## src/rtl/buf0_rgb_sequencer_if.sv

```systemverilog
// Bus bundle between the RGB sequencer, the Buffer0 multiplexer and the display-side consumer.
interface buf0_rgb_sequencer_if #(
  parameter int unsigned AW = 3
) ();
  logic        pix_start;
  logic [7:0]  MuxBuf0;
  logic        SelR0;
  logic        SelG0;
  logic        SelB0;
  logic [23:0] pix_out;
  logic        pix_valid;
  logic        pix_ready;
  logic        busy;
  logic [AW:0] fifo_count;
  logic        start_drop;

  // Sequencer side: drives the selects and the pixel stream.
  modport master (
    input  pix_start, MuxBuf0, pix_ready,
    output SelR0, SelG0, SelB0, pix_out, pix_valid, busy, fifo_count, start_drop
  );

  // Environment side: multiplexer, start requester and pixel consumer.
  modport slave (
    output pix_start, MuxBuf0, pix_ready,
    input  SelR0, SelG0, SelB0, pix_out, pix_valid, busy, fifo_count, start_drop
  );
endinterface

```

## src/rtl/buf0_rgb_sequencer.sv

```systemverilog
// Buffer0 RGB sequencer: steps the one-hot mux selects, captures R/G/B bytes,
// packs them into a 24-bit pixel and queues it in a first-word-fall-through FIFO.
module buf0_rgb_sequencer #(
  parameter int unsigned DEPTH = 8,
  parameter int unsigned AW    = 3
) (
  input logic                   clk,
  input logic                   rst,
  buf0_rgb_sequencer_if.master  bus
);

  typedef enum logic [2:0] {StIdle, StRed, StGrn, StBlu, StPush} state_e;

  localparam logic [AW:0] FullCount = (AW + 1)'(DEPTH);

  state_e          state_q, state_d;
  logic            sel_r_q, sel_g_q, sel_b_q;
  logic            sel_r_d, sel_g_d, sel_b_d;
  logic            busy;
  logic [7:0]      r_q, g_q, b_q;
  logic [AW-1:0]   wr_ptr_q, rd_ptr_q;
  logic [AW:0]     count_q, count_d;
  logic            drop_q;
  logic [23:0]     mem [DEPTH];
  logic            full, valid, push, pop;

  // FIFO status and transfer strobes.
  always_comb begin
    full  = (count_q == FullCount);
    valid = (count_q != '0);
    push  = (state_q == StPush);
    pop   = valid && bus.pix_ready;
  end

  // State register.
  always_ff @(posedge clk or posedge rst) begin
    if (rst) begin
      state_q <= StIdle;
    end else begin
      state_q <= state_d;
    end
  end

  // Next-state logic; space is reserved in IDLE so PUSH can never overflow.
  always_comb begin
    state_d = state_q;
    unique case (state_q)
      StIdle:  if (bus.pix_start && !full) state_d = StRed;
      StRed:   state_d = StGrn;
      StGrn:   state_d = StBlu;
      StBlu:   state_d = StPush;
      StPush:  state_d = StIdle;
      default: state_d = StIdle;
    endcase
  end

  // Output decode; selects are decoded from the next state so they can be registered.
  always_comb begin
    sel_r_d = (state_d == StRed);
    sel_g_d = (state_d == StGrn);
    sel_b_d = (state_d == StBlu);
    busy    = (state_q != StIdle);
  end

  // Registered selects; cleared asynchronously by reset.
  always_ff @(posedge clk or posedge rst) begin
    if (rst) begin
      sel_r_q <= 1'b0;
      sel_g_q <= 1'b0;
      sel_b_q <= 1'b0;
    end else begin
      sel_r_q <= sel_r_d;
      sel_g_q <= sel_g_d;
      sel_b_q <= sel_b_d;
    end
  end

  // Capture the muxed byte on the edge that ends each colour state.
  always_ff @(posedge clk or posedge rst) begin
    if (rst) begin
      r_q <= 8'h00;
      g_q <= 8'h00;
      b_q <= 8'h00;
    end else begin
      if (state_q == StRed) r_q <= bus.MuxBuf0;
      if (state_q == StGrn) g_q <= bus.MuxBuf0;
      if (state_q == StBlu) b_q <= bus.MuxBuf0;
    end
  end

  // Sticky flag for a start request that could not be honoured.
  always_ff @(posedge clk or posedge rst) begin
    if (rst) begin
      drop_q <= 1'b0;
    end else if (bus.pix_start && (busy || full)) begin
      drop_q <= 1'b1;
    end
  end

  // FIFO occupancy next-state; simultaneous push and pop leave it unchanged.
  always_comb begin
    count_d = count_q;
    case ({push, pop})
      2'b10:   count_d = count_q + (AW + 1)'(1);
      2'b01:   count_d = count_q - (AW + 1)'(1);
      default: count_d = count_q;
    endcase
  end

  // FIFO pointers and count; pointers wrap naturally at DEPTH.
  always_ff @(posedge clk or posedge rst) begin
    if (rst) begin
      wr_ptr_q <= '0;
      rd_ptr_q <= '0;
      count_q  <= '0;
    end else begin
      if (push) wr_ptr_q <= wr_ptr_q + AW'(1);
      if (pop)  rd_ptr_q <= rd_ptr_q + AW'(1);
      count_q <= count_d;
    end
  end

  // Pixel storage; contents need no reset since the count gates visibility.
  always_ff @(posedge clk) begin
    if (push) begin
      mem[wr_ptr_q] <= {r_q, g_q, b_q};
    end
  end

  assign bus.SelR0      = sel_r_q;
  assign bus.SelG0      = sel_g_q;
  assign bus.SelB0      = sel_b_q;
  assign bus.busy       = busy;
  assign bus.pix_valid  = valid;
  assign bus.pix_out    = valid ? mem[rd_ptr_q] : 24'h0;
  assign bus.fifo_count = count_q;
  assign bus.start_drop = drop_q;

endmodule

```

## src/flat_wrapper.sv

```systemverilog
// flat-port wrapper written by rule: the top's interface ports become plain ports
module buf0_rgb_sequencer_flat 
#(
  parameter int unsigned DEPTH = 8,
  parameter int unsigned AW    = 3
)
  (clk, rst, bus_pix_start, bus_MuxBuf0, bus_pix_ready, bus_SelR0, bus_SelG0, bus_SelB0, bus_pix_out, bus_pix_valid, bus_busy, bus_fifo_count, bus_start_drop);
  buf0_rgb_sequencer_if #(.AW(AW)) bus_i ();
  input logic clk;
  input logic rst;
  input wire logic [$bits(bus_i.pix_start)-1:0] bus_pix_start;
  input wire logic [$bits(bus_i.MuxBuf0)-1:0] bus_MuxBuf0;
  input wire logic [$bits(bus_i.pix_ready)-1:0] bus_pix_ready;
  output wire logic [$bits(bus_i.SelR0)-1:0] bus_SelR0;
  output wire logic [$bits(bus_i.SelG0)-1:0] bus_SelG0;
  output wire logic [$bits(bus_i.SelB0)-1:0] bus_SelB0;
  output wire logic [$bits(bus_i.pix_out)-1:0] bus_pix_out;
  output wire logic [$bits(bus_i.pix_valid)-1:0] bus_pix_valid;
  output wire logic [$bits(bus_i.busy)-1:0] bus_busy;
  output wire logic [$bits(bus_i.fifo_count)-1:0] bus_fifo_count;
  output wire logic [$bits(bus_i.start_drop)-1:0] bus_start_drop;
  assign bus_i.pix_start = bus_pix_start;
  assign bus_i.MuxBuf0 = bus_MuxBuf0;
  assign bus_i.pix_ready = bus_pix_ready;
  assign bus_SelR0 = bus_i.SelR0;
  assign bus_SelG0 = bus_i.SelG0;
  assign bus_SelB0 = bus_i.SelB0;
  assign bus_pix_out = bus_i.pix_out;
  assign bus_pix_valid = bus_i.pix_valid;
  assign bus_busy = bus_i.busy;
  assign bus_fifo_count = bus_i.fifo_count;
  assign bus_start_drop = bus_i.start_drop;
  buf0_rgb_sequencer #(.DEPTH(DEPTH), .AW(AW)) u_core (.clk(clk), .rst(rst), .bus(bus_i));
endmodule
```

## config.mk

```make
export PLATFORM = sky130hd
export DESIGN_NAME = buf0_rgb_sequencer_flat
export DESIGN_NICKNAME = d
export VERILOG_FILES = /design/src/rtl/buf0_rgb_sequencer_if.sv /design/src/rtl/buf0_rgb_sequencer.sv /design/src/flat_wrapper.sv
export SDC_FILE = /design/constraint.sdc
export NUM_CORES = 1
export LEC_CHECK = 0
export CAP_MARGIN = 40
export CORE_MARGIN = 3
export CORE_UTILIZATION = 39
export CTS_CLUSTER_SIZE = 10
export DETAILED_ROUTE_END_ITERATION = 6
export PLACE_DENSITY = 0.66
export SYNTH_ARGS = -nofsm -noshare
export SYNTH_HDL_FRONTEND = slang
export SYNTH_SLANG_ARGS = --single-unit
```

## constraint.sdc

```tcl
create_clock -name clk -period 3.3 [get_ports clk]
set_clock_uncertainty 0.15 [all_clocks]
set_input_delay 0.495 -clock clk [delete_from_list [all_inputs] [get_ports clk]]
set_output_delay 0.495 -clock clk [all_outputs]
set_load 0.005 [all_outputs]
```

==> metrics.txt <==
status finished clean; Leakage 3.64 nW; CP Class flop to primary output; vias in the first global route 4739; sequential area share after synthesis 75.7%; vias per cell 5.47; Layout Utilization 48.8%; Max FO, Critical Path 24; Die X 158 microns; Clock Path Buffers 3; antenna violations before repair 0; Worst Reg-to-Reg Cells 7; HPWL after DPL 10900 microns; crit path capture type primary output; Ys Warns 0; Mapped Cells 417; GRT overflow 0; CTS Root Cell clkbuf_16; average routed wire per standard cell 22.9 microns; Post-CTS Hold Buffers 0; Worst-path clk slew 0.05 ns; RSZ-0062 raised after global routing false; predominant post-synthesis flop cell edfxtp_1; FILL cells 1763; antenna viol nets, final 0; worst reg-to-reg setup slack 0.45 ns; DIE AREA 24900 sq um; CP Data Required Time 2.65 ns; CTS Buf Count 27; Area after DPL 9970 sq um; Synth cell types 38; # diodes 0; Post-Synthesis Cell Area 8970 sq um; RePlAce Congestion 0.711; Post-synth ARST share 17.6%; worst reg2reg path endpoint u_core.bus.fifo_count[3]$_DFFE_PP0P_; clock latency on the worst-skew pair 0.51 ns; r2r startpoint u_core.bus.fifo_count[1]$_DFFE_PP0P_; relative slew slack 65.1%; htree depth 1; CTS tree built; layout cells sized above 1 28.9%; row cnt 54; fmax 0.309 GHz; nets 513; Startpoint Class flop; MaxCap Viol Count 0; final wirelength 18200 microns; Initial Util 40.3%; HP Class input pin to async pin; Synth Area per Inst 21.5 sq um; FF+latch count, synth 233; post-route clock period utilization 98.1%; DR iter-0 viols 394; first-pass GRT wire length 28400 microns; final hold vios 0; I/O pin count 46; GRT Util Overall 15.1%; CP arrival 2.59 ns; pin count of the biggest net entering global routing 29; CORE AREA 22200 sq um; die height 158 microns; Buffers on Ports 45; Pre-Repair DR Iteration Count 4; Finished Cell Area 10800 sq um; via count 4353; Syn Nets 434; worst slew pin tran 0.521 ns; VDD IR max 0.491 mV; Max Slew Vio Count 0; setup violators final 0; area growth from synthesis to layout 20.8%; EDFF count, synth 192; residual DRC count 0; Cell Pwr Density 934 nW/um^2; clk sinks 233; Final Critical Period 3.24 ns
-- placed cells by master (no fill, tap or decap), types with 5 or more instances in the layout --
cell	count
a22o_1	24
buf_12	12
buf_4	14
clkbuf_1	20
clkbuf_16	27
clkdlybuf4s50_1	45
dfrtp_1	36
edfxtp_1	192
ha_1	5
inv_1	6
mux2_2	27
mux4_2	48
nor2_2	6
xnor2_1	6
-- routing by layer --
layer / share of wire, % / track usage, % / up-vias
li1: - / - / 1866
met1: 41 / 20.2 / 2301
met2: 50 / 25.4 / 149
met3: 6.8 / 3.28 / 37
met4: 2.1 / 4.17 / 0
met5: 0 / 0 / -
-- power breakdown --
group	switching, mW	total (mW)	internal, mW
clock network	1.06	2.68	1.62
logic	1.23	3.01	1.79
registers	0.528	4.43	3.90
total	2.82	10.1	7.31
-- flip-flops by register name, summed over array words and instances, names as in the netlist --
| name | cells |
|---|---|
| u_core.b_q | 8 |
| u_core.state_q | 3 |
| u_core.wr_ptr_q | 3 |
| u_core.mem | 192 |
| u_core.bus.SelR0 | 1 |
| u_core.bus.SelG0 | 1 |
| u_core.bus.SelB0 | 1 |
| u_core.rd_ptr_q | 3 |
| u_core.bus.start_drop | 1 |
| u_core.bus.fifo_count | 4 |
| u_core.r_q | 8 |
| u_core.g_q | 8 |
-- worst max-delay path: stages, from the launching register on --
cell             delay, ns
dfrtp_2               0.44
or4_4                 0.56
and2_4                0.31
a22o_1                0.31
clkdlybuf4s50_1       0.47
-- repair_timing --
action,CTS,global route
gates resized for setup,2,1
buffers inserted,3,5
endpoints found under the setup margin,22,12
endpoints found under the hold margin,0,0
-- cells in the mapped netlist, drive strengths merged (2+ instances only) --
cell / n / area (sq um)
edfxtp: 192 / 5770
mux4: 48 / 1080
dfrtp: 41 / 1030
mux2: 27 / 304
a22o: 24 / 210
buf: 16 / 131
nor2: 8 / 30.0
inv: 7 / 26.3
clkbuf: 6 / 22.5
xnor2: 6 / 52.6
ha: 5 / 62.6
nand2: 4 / 15.0
nand2b: 3 / 18.8
nor3: 3 / 15.0
nor3b: 3 / 22.5
a21o: 2 / 15.0
a21oi: 2 / 10.0
and2: 2 / 15.0
nand3b: 2 / 15.0
nor2b: 2 / 12.5
or4: 2 / 18.8
xor2: 2 / 17.5
-- cell type report --
type / count / area [sq um] / area share (%)
multi-input combinational: 155 / 2040 / 18.8
clock buffer: 48 / 764 / 7.05
timing repair buffer: 72 / 823 / 7.60
inverter: 7 / 26.3 / 0.242
clock inverter: 1 / 30.0 / 0.277
sequential: 233 / 6800 / 62.8
tap: 280 / 350 / 3.23
-- metrics by stage --
step / TNS [ns] / setup slack, ns / cells / total power [mW] / hold slack, ns
5_1_grt: 0 / 0.0103 / 796 / 10.6 / 0.139
4_1_cts: -0.00535 / -0.00535 / 791 / 10.2 / 0.115
6_report: 0 / 0.0627 / 796 / 10.1 / 0.121
3_3_place_gp: 0 / 0.521 / 738 / 7.34 / 0.313
2_1_floorplan: 0 / 0.425 / 417 / 6.15 / 0.311
3_5_place_dp: 0 / 0.432 / 739 / 7.44 / 0.320
-- kinds of logic after synthesis --
| kind of cell | after synthesis | synth area share [%] |
|---|---|---|
| XOR/XNOR | 8 | 0.781 |
| buffers and inverters | 29 | 2.01 |
| multiplexers | 76 | 15.6 |
| AND/OR/NAND/NOR | 33 | 2.15 |
| flip-flops | 233 | 75.7 |
| AO/OA/AOI/OAI | 33 | 3.08 |
| adder cells (fa/ha/maj) | 5 | 0.698 |
-- worst max-delay path by stage --
stage | depth (start not counted) | end | start | slack [ns]
floorplan | 10 | u_core.bus.fifo_count[3]$_DFFE_PP0P_ | u_core.bus.fifo_count[1]$_DFFE_PP0P_ | 0.43
global placement | 7 | u_core.bus.fifo_count[3]$_DFFE_PP0P_ | u_core.bus.fifo_count[0]$_DFFE_PP0P_ | 0.52
detailed placement | 7 | u_core.bus.fifo_count[3]$_DFFE_PP0P_ | u_core.bus.fifo_count[0]$_DFFE_PP0P_ | 0.43
CTS | 5 | bus_pix_out[2] | u_core.bus.fifo_count[1]$_DFFE_PP0P_ | -0.005
global route | 4 | bus_pix_out[2] | u_core.bus.fifo_count[1]$_DFFE_PP0P_ | 0.01
finish | 4 | bus_pix_out[2] | u_core.bus.fifo_count[1]$_DFFE_PP0P_ | 0.06
No activity file was read; power rests on OpenSTA's default activity.
